==> src/rtl/alu_arbiter_pkg.sv <==
// Shared types for the two-port ALU arbiter.
// Widths, FSM state encoding, the op bundle and reference opcodes.
package alu_arbiter_pkg;

  localparam int WORD_SIZE   = 16;
  localparam int OPCODE_SIZE = 4;

  typedef logic [WORD_SIZE-1:0]   word_t;
  typedef logic [OPCODE_SIZE-1:0] opcode_t;

  typedef enum logic [2:0] {
    S_IDLE,
    S_SETUP,
    S_EXEC,
    S_CAPTURE,
    S_RESPOND
  } state_t;

  typedef struct packed {
    opcode_t opcode;
    word_t   a;
    word_t   b;
  } alu_op_t;

  localparam opcode_t OP_ADD = 4'd0;
  localparam opcode_t OP_SUB = 4'd1;
  localparam opcode_t OP_AND = 4'd2;
  localparam opcode_t OP_OR  = 4'd3;
  localparam opcode_t OP_XOR = 4'd4;

endpackage

==> src/rtl/alu_arbiter_if.sv <==
// Requester port: request valid/ready with opcode and operands,
// response valid/ready with result. master = requester, slave = arbiter.
interface alu_arbiter_if;
  import alu_arbiter_pkg::*;

  logic    valid;
  logic    ready;
  opcode_t opcode;
  word_t   a;
  word_t   b;
  logic    resp_valid;
  logic    resp_ready;
  word_t   resp_data;

  modport master (
    output valid, opcode, a, b, resp_ready,
    input  ready, resp_valid, resp_data
  );

  modport slave (
    input  valid, opcode, a, b, resp_ready,
    output ready, resp_valid, resp_data
  );

endinterface

==> src/rtl/alu_arbiter_rr_arbiter_2.sv <==
// Two-way round-robin grant: req[1:0], ptr (favoured side), grant[1:0].
// Purely combinational; a lone requester wins regardless of ptr.
module rr_arbiter_2 (
  input  logic [1:0] req,
  input  logic       ptr,
  output logic [1:0] grant
);

  always_comb begin
    grant = 2'b00;
    unique case (1'b1)
      (req == 2'b11): grant = ptr ? 2'b10 : 2'b01;
      (req == 2'b01): grant = 2'b01;
      (req == 2'b10): grant = 2'b10;
      default:        grant = 2'b00;
    endcase
  end

endmodule

==> src/rtl/alu_arbiter.sv <==
// Shares one registered ALU between two requesters, one op at a time.
// Ports: clock, reset, req0/req1 (slave), alu_* to ALU, alu_out, busy.
module alu_arbiter
  import alu_arbiter_pkg::*;
(
  input  logic          clock,
  input  logic          reset,
  alu_arbiter_if.slave  req0,
  alu_arbiter_if.slave  req1,
  output opcode_t       alu_opcode,
  output word_t         alu_input1,
  output word_t         alu_input2,
  output logic          alu_enable,
  input  word_t         alu_out,
  output logic          busy
);

  state_t     state;
  state_t     state_n;
  logic       ptr;
  logic       owner;
  word_t      result_reg;
  logic [1:0] req_v;
  logic [1:0] grant;
  logic       accept;
  logic       done;
  alu_op_t    win_op;

  assign req_v = {req1.valid, req0.valid};

  rr_arbiter_2 u_rr (
    .req   (req_v),
    .ptr   (ptr),
    .grant (grant)
  );

  assign req0.ready = (state == S_IDLE) & grant[0];
  assign req1.ready = (state == S_IDLE) & grant[1];

  assign accept = (req0.valid & req0.ready)
                | (req1.valid & req1.ready);

  assign done = (state == S_RESPOND)
              & (owner ? req1.resp_ready
                       : req0.resp_ready);

  assign win_op = grant[1]
    ? '{opcode: req1.opcode, a: req1.a, b: req1.b}
    : '{opcode: req0.opcode, a: req0.a, b: req0.b};

  assign req0.resp_data = result_reg;
  assign req1.resp_data = result_reg;

  always_comb begin
    state_n         = state;
    alu_enable      = 1'b0;
    busy            = 1'b1;
    req0.resp_valid = 1'b0;
    req1.resp_valid = 1'b0;
    unique case (state)
      S_IDLE: begin
        busy = 1'b0;
        if (accept) state_n = S_SETUP;
      end
      S_SETUP:   state_n = S_EXEC;
      S_EXEC: begin
        alu_enable = 1'b1;
        state_n    = S_CAPTURE;
      end
      S_CAPTURE: state_n = S_RESPOND;
      S_RESPOND: begin
        req0.resp_valid = ~owner;
        req1.resp_valid = owner;
        if (done) state_n = S_IDLE;
      end
      default:   state_n = S_IDLE;
    endcase
  end

  // The alu_* registers double as the op latch, so they hold the
  // last issued op while idle and cannot move mid-operation.
  always_ff @(posedge clock) begin
    if (reset) begin
      state      <= S_IDLE;
      ptr        <= 1'b0;
      owner      <= 1'b0;
      result_reg <= '0;
      alu_opcode <= '0;
      alu_input1 <= '0;
      alu_input2 <= '0;
    end else begin
      state <= state_n;
      if ((state == S_IDLE) && accept) begin
        owner      <= grant[1];
        alu_opcode <= win_op.opcode;
        alu_input1 <= win_op.a;
        alu_input2 <= win_op.b;
      end
      if (state == S_CAPTURE) result_reg <= alu_out;
      if (done) ptr <= ~owner;
    end
  end

endmodule

==> src/flat_wrapper.sv <==
// flat-port wrapper written by rule: the top's interface ports become plain ports
module alu_arbiter_flat import alu_arbiter_pkg::*;
  (clock, reset, alu_opcode, alu_input1, alu_input2, alu_enable, alu_out, busy, req0_valid, req0_opcode, req0_a, req0_b, req0_resp_ready, req0_ready, req0_resp_valid, req0_resp_data, req1_valid, req1_opcode, req1_a, req1_b, req1_resp_ready, req1_ready, req1_resp_valid, req1_resp_data);
  alu_arbiter_if req0_i ();
  alu_arbiter_if req1_i ();
  input  logic clock;
  input  logic reset;
  output opcode_t alu_opcode;
  output word_t alu_input1;
  output word_t alu_input2;
  output logic alu_enable;
  input  word_t alu_out;
  output logic busy;
  input wire logic [$bits(req0_i.valid)-1:0] req0_valid;
  input wire logic [$bits(req0_i.opcode)-1:0] req0_opcode;
  input wire logic [$bits(req0_i.a)-1:0] req0_a;
  input wire logic [$bits(req0_i.b)-1:0] req0_b;
  input wire logic [$bits(req0_i.resp_ready)-1:0] req0_resp_ready;
  output wire logic [$bits(req0_i.ready)-1:0] req0_ready;
  output wire logic [$bits(req0_i.resp_valid)-1:0] req0_resp_valid;
  output wire logic [$bits(req0_i.resp_data)-1:0] req0_resp_data;
  input wire logic [$bits(req1_i.valid)-1:0] req1_valid;
  input wire logic [$bits(req1_i.opcode)-1:0] req1_opcode;
  input wire logic [$bits(req1_i.a)-1:0] req1_a;
  input wire logic [$bits(req1_i.b)-1:0] req1_b;
  input wire logic [$bits(req1_i.resp_ready)-1:0] req1_resp_ready;
  output wire logic [$bits(req1_i.ready)-1:0] req1_ready;
  output wire logic [$bits(req1_i.resp_valid)-1:0] req1_resp_valid;
  output wire logic [$bits(req1_i.resp_data)-1:0] req1_resp_data;
  assign req0_i.valid = req0_valid;
  assign req0_i.opcode = req0_opcode;
  assign req0_i.a = req0_a;
  assign req0_i.b = req0_b;
  assign req0_i.resp_ready = req0_resp_ready;
  assign req0_ready = req0_i.ready;
  assign req0_resp_valid = req0_i.resp_valid;
  assign req0_resp_data = req0_i.resp_data;
  assign req1_i.valid = req1_valid;
  assign req1_i.opcode = req1_opcode;
  assign req1_i.a = req1_a;
  assign req1_i.b = req1_b;
  assign req1_i.resp_ready = req1_resp_ready;
  assign req1_ready = req1_i.ready;
  assign req1_resp_valid = req1_i.resp_valid;
  assign req1_resp_data = req1_i.resp_data;
  alu_arbiter u_core (.clock(clock), .reset(reset), .req0(req0_i), .req1(req1_i), .alu_opcode(alu_opcode), .alu_input1(alu_input1), .alu_input2(alu_input2), .alu_enable(alu_enable), .alu_out(alu_out), .busy(busy));
endmodule
==> config.mk <==
export PLATFORM = sky130hd
export DESIGN_NAME = alu_arbiter_flat
export DESIGN_NICKNAME = d
export VERILOG_FILES = /design/src/rtl/alu_arbiter_pkg.sv /design/src/rtl/alu_arbiter_if.sv /design/src/rtl/alu_arbiter_rr_arbiter_2.sv /design/src/rtl/alu_arbiter.sv /design/src/flat_wrapper.sv
export SDC_FILE = /design/constraint.sdc
export NUM_CORES = 1
export LEC_CHECK = 0
export BUFFER_PORTS_ARGS = -buffer_cell sky130_fd_sc_hd__buf_2
export CORE_UTILIZATION = 43
export DETAILED_ROUTE_END_ITERATION = 12
export PLACE_DENSITY = 0.81
export SLEW_MARGIN = 0
export SYNTH_ARGS = -nofsm -noshare
export SYNTH_HDL_FRONTEND = slang
export SYNTH_SLANG_ARGS = --single-unit
==> constraint.sdc <==
create_clock -name clock -period 1.7 [get_ports clock]
set_input_delay 0.17 -clock clock [delete_from_list [all_inputs] [get_ports clock]]
set_output_delay 0.17 -clock clock [all_outputs]
set_load 0.01 [all_outputs]
Word level (Yosys, flattened, before mapping)
Index checks and enable logic that the tools add are counted.
{ "totals": {"register_bits": 57, "input_bits": 94, "out_inout_bits": 74} }
{ "classes": {"n_eq_ne": 9, "mux": 11, "n_bitwise": 7, "n_reduce_logical": 3} }
{ "op_table": {"columns": ["op", "count"], "rows": [
  ["$mux W36", 1],
  ["$pmux W3 S5", 1],
  ["$eq A3 B2 Y1 const B", 2],
  ["$mux W3", 2],
  ["$pmux W2 S3", 1],
  ["$and A1 B1 Y1", 5],
  ["$mux W1", 5],
  ["$eq A2 B2 Y1 const B", 2],
  ["$ne A2 B1 Y1 const B", 2],
  ["$eq A3 B1 Y1 const B", 1],
  ["$eq A3 B3 Y1 const B", 1],
  ["$logic_not A3 Y1", 1],
  ["$eq A2 B1 Y1 const B", 1],
  ["$mux W2", 1],
  ["$reduce_and A2 Y1", 1],
  ["$logic_and A1 B1 Y1", 1],
  ["$not A1 Y1", 1],
  ["$or A1 B1 Y1", 1]
]} }

Logic depth before layout (Yosys ltp)
{ "logic_depth": {"ltp_word": 7, "depth_mapped": 6} }

By module
A second synthesis with hierarchy kept.
{ "unflattened": {"hier_cells": 285, "hier_area_um2": 2795.2} }
{ "modules_own_cells": {"columns": ["mod", "instances", "cells_each", "area_per_inst_um2", "seq_area_each_um2"], "rows": [
  ["alu_arbiter", 1, 282, 2776.4, 1141.1],
  ["rr_arbiter_2", 1, 3, 18.8, 0.0]
]} }

Worst setup path before layout
No wires, ideal clock.
{ "synth_timing": {"path_kind": "register to register", "from": "reg u_core.state[0]", "to": "reg u_core.alu_opcode[0]", "setup_ps": 119, "t_arrival_ps": 1236, "path_slack_ps": 345, "path_stages_with_launch": 7, "n_path_buf": 3, "synth_period_minus_slack_ps": 1355, "path_cell_list": "dfxtp_1 -> buf_6 -> nor3_4 -> buf_4 -> buf_2 -> a41oi_1 -> o221a_1"} }
{ "synth_via": {"elab_chain_len": 5, "elab_cells_between_ends": 7} }
{ "synth_rtl": {"columns": ["item", "line", "rtl"], "rows": [
  ["start: declaration", "alu_arbiter.sv:18", "state_t state;"],
  ["start signal: assignment", "alu_arbiter.sv:92", "state <= state_n;"],
  ["$logic_not A3 Y1 (*)", "alu_arbiter.sv:37, alu_arbiter.sv:38, alu_arbiter.sv:93", null],
  ["$and A1 B1 Y1 (on tied branches)", "alu_arbiter.sv:37, alu_arbiter.sv:38", null],
  ["$and A1 B1 Y1 (on tied branches)", "alu_arbiter.sv:40, alu_arbiter.sv:41", null],
  ["$or A1 B1 Y1", "alu_arbiter.sv:41", "| (req1.valid & req1.ready);"],
  ["$logic_and A1 B1 Y1 (*)", "alu_arbiter.sv:93", "if ((state == S_IDLE) && accept) begin"],
  ["end signal: assignment", "alu_arbiter.sv:95", "alu_opcode <= win_op.opcode;"],
  ["end: declaration", "alu_arbiter.sv:10", "output opcode_t alu_opcode,"]
]} }
Every way passes the cells marked *; elsewhere a longest branch is shown, timed or not.
A chain may end at the register's enable or synchronous reset.

Worst setup path in the final report
{ "layout_timing": {"from": "reg u_core.state[0]", "to": "out req0_resp_valid"} }
{ "layout_via": {"elab_chain_len": 2} }
{ "layout_rtl": {"columns": ["item", "line", "rtl"], "rows": [
  ["$eq A3 B3 Y1", "alu_arbiter.sv:60", "unique case (state)"],
  ["$mux W1", "alu_arbiter.sv:60", null],
  ["end: declaration", "flat_wrapper.sv:20", "output wire logic [$bits(req0_i.resp_valid)-1:0] req0_resp_valid;"]
]} }
Every way passes these cells.

==> impl_metrics.tcl <==
set metrics [dict create \
    multiInputGateArea_mm2 0.001106 \
    io_buffers 167 \
    die_x_um 80.71 \
    ir_drop_v 0.0005771 \
    drive_gt1_share_pct 45.43 \
    cellLeakagePower_uw 0.001842 \
    insertedDiodeCount 0 \
    p_per_area_mw_per_mm2 976.4 \
    finalWirelength_mm 7.400 \
    hp-class "in -> reg" \
    critPathKind "reg -> out" \
    worst-endpoint-arrival_ns 1.41 \
    clock_sinks 57 \
    antenna_found_initial 0 \
    slew_viol_final 0 \
    clkTransAtPathRegs_ns 0.06 \
    r2r-start "u_core.state[2]" \
    ant_nets 0 \
    htree_levels 3 \
    power_uw 3527 \
    io_pins 168 \
    n_fill_cell 544 \
    dr.pass1.iters 5 \
    async_flop_share_pct 0 \
    worstSetupStartpointType "flip-flop" \
    slew_headroom_pct 60.08 \
    place_inst 497 \
    ys_ff_latch 57 \
    max_freq_mhz 631.7 \
    numCtsBuffers 9 \
    rsz0062_at_grt "false" \
    grt-ovfl-total 0 \
    hp-start "alu_out[3]" \
    ys_seq_area_share_pct 42.84 \
    cap_violations 0 \
    dp_hpwl_mm 5.310 \
    final_net_count 527 \
    synth.area.top_cells "dfxtp_1 43%, o221a_1 15%, a41oi_1 12%" \
    grt_pass1_wl_mm 10.98 \
    fin_crit_ns 1.583 \
    synth_cell_types 31 \
    grt_start_max_net_pins 38 \
    timing.hold.ws_ns 0.08202 \
    die-area_mm2 0.006513 \
    cts_buffer_depth 2 \
    synth-edff-count 0 \
    setup.worst_path.start "u_core.state[0]" \
    core_mm2 0.005956 \
    grt_pass1_vias 2427 \
    fp.dieH_um 80.71 \
    synthTopCellsByCount "57 x dfxtp_1, 37 x inv_1, 36 x a41oi_1, 36 x o221a_1, 33 x nand2_1" \
    r2r_end "u_core.alu_input2[15]" \
    synthFlopType "dfxtp_1" \
    cts_tree "yes" \
    holdBufCountCts 0 \
    yosysMostFrequentCell "dfxtp_1" \
    tns_ns 0 \
    reg2reg_depth 5 \
    synth_top_area_share_pct 42.84 \
    hold_viol 0 \
    rrSetupSlack_ns 0.25 \
    instances_no_fill 513 \
    yosysWarningCount 0 \
    post_drt_via_cell_ratio 5.288 \
    setup_viol 0 \
    ff_latch_area_mm2 0.001141 \
    yosysTopAreaCell "dfxtp_1" \
    dpl_cell_area_mm2 0.003453 \
    post-route-period-util_pct 93.12 \
    netlist_area_mm2 0.002664 \
    syn_to_final_growth_pct 35.60 \
    end_kind "output pin" \
    worstSetupEndpoint "req0_resp_valid" \
    crit_required_ns 1.53 \
    track_usage_pct 21.96 \
    routed-via-count 2713 \
    gp_congestion 0.7628 \
    worst_pin_slew_ns 0.5970 \
    final_area_mm2 0.003612 \
    status "finished clean" \
    placementRows 28 \
    wl_per_cell_um 14.42 \
    clk_latency_ns 0.32 \
    cp_max_fo 6 \
    avgSynthCellArea_um2 9.282 \
    synth_nets 381 \
    skew_ns 0.01081 \
    root_buffer "clkbuf_8" \
    postSynthCellCount 287 \
    initial_utilization_pct 44.73 \
    remaining_drc_errors 0 \
    drt-initial-drc-count 70 \
]
[metal layers]
metal / part of all wire, % / GRT usage [%] / vias up
met5: 0 / 0 / -
met4: 1.4 / 9.286 / 0
met3: 5.1 / 4.432 / 9
met2: 50 / 39.15 / 100
met1: 43 / 25.31 / 1274
li1: - / - / 1330
[metrics by stage]
stage / setup slack (ns) / util, %
final: 0.1170 / 60.65
after global routing: 0.03092 / 60.65
after CTS: 0.05890 / 60.59
after detailed placement: 0.2693 / 57.98
after global placement: 0.3248 / 57.98
after floorplan: 0.3449 / -
[worst max-delay path, stage by stage, from the launching register on]
cell and delay (ns):
dfxtp_1 0.34, buf_4 0.17, nor3b_2 0.29, nor2b_1 0.16, buf_2 0.14
[worst min path at each step]
| stage | cells past startpoint | to | slack (ns) |
|---|---|---|---|
| after floorplan | 2 | u_core.req0.resp_data[0] | 0.31 |
| after global placement | 3 | u_core.req0.resp_data[12] | 0.41 |
| after global routing | 3 | u_core.req0.resp_data[13] | 0.08 |
| after CTS | 3 | u_core.req0.resp_data[7] | 0.07 |
| final | 3 | u_core.req0.resp_data[3] | 0.08 |
| after detailed placement | 3 | u_core.req0.resp_data[3] | 0.42 |
[layout make-up]
| cell class | count | share of cell area (%) |
|---|---|---|
| repair buffers | 181 | 26.84 |
| well taps | 75 | 2.598 |
| multi-input cells | 145 | 30.62 |
| clock inverters | 4 | 0.5542 |
| flip-flops and latches | 57 | 31.59 |
| inverters | 39 | 4.053 |
| clock buffers | 12 | 3.741 |
[cells by family (layout without fill, tap and decap cells)]
family,Yosys count,count (layout),share of synthesized area [%]
AO/OA/AOI/OAI,93,93,31.47
flip-flops,57,57,42.84
buffers and inverters,85,236,15.64
XOR/XNOR,1,1,0.3289
AND/OR/NAND/NOR,50,50,9.348
multiplexers,1,1,0.3758
[power breakdown]
group          internal [µW]  switching [µW]
clock                    520             508
combinational            424             491
sequential              1490            92.2
[flip-flops by register name, indices dropped and copies added, names as in the netlist]
name / cells
u_core.alu_input1: 16
u_core.alu_input2: 16
u_core.req0.resp_data: 16
u_core.alu_opcode: 4
u_core.state: 3
u_core.owner: 1
u_core.ptr: 1
[layout by cell type, fill, tap and decap left out, types with 3 or more instances in the layout]
cell,instances
a41oi_1,36
buf_4,11
a21oi_1,18
nand2_1,33
inv_1,37
dfxtp_1,57
clkbuf_8,9
clkbuf_1,3
buf_2,167
o221a_1,36
clkinv_2,4
[timing repair]
action | in CTS | in global routing
endpoints found under the hold margin | 0 | 0
buffers inserted | 0 | 0
resized for setup | 0 | 1
endpoints found under the setup margin | 0 | 1
No activity file was read; power rests on OpenSTA's default activity.
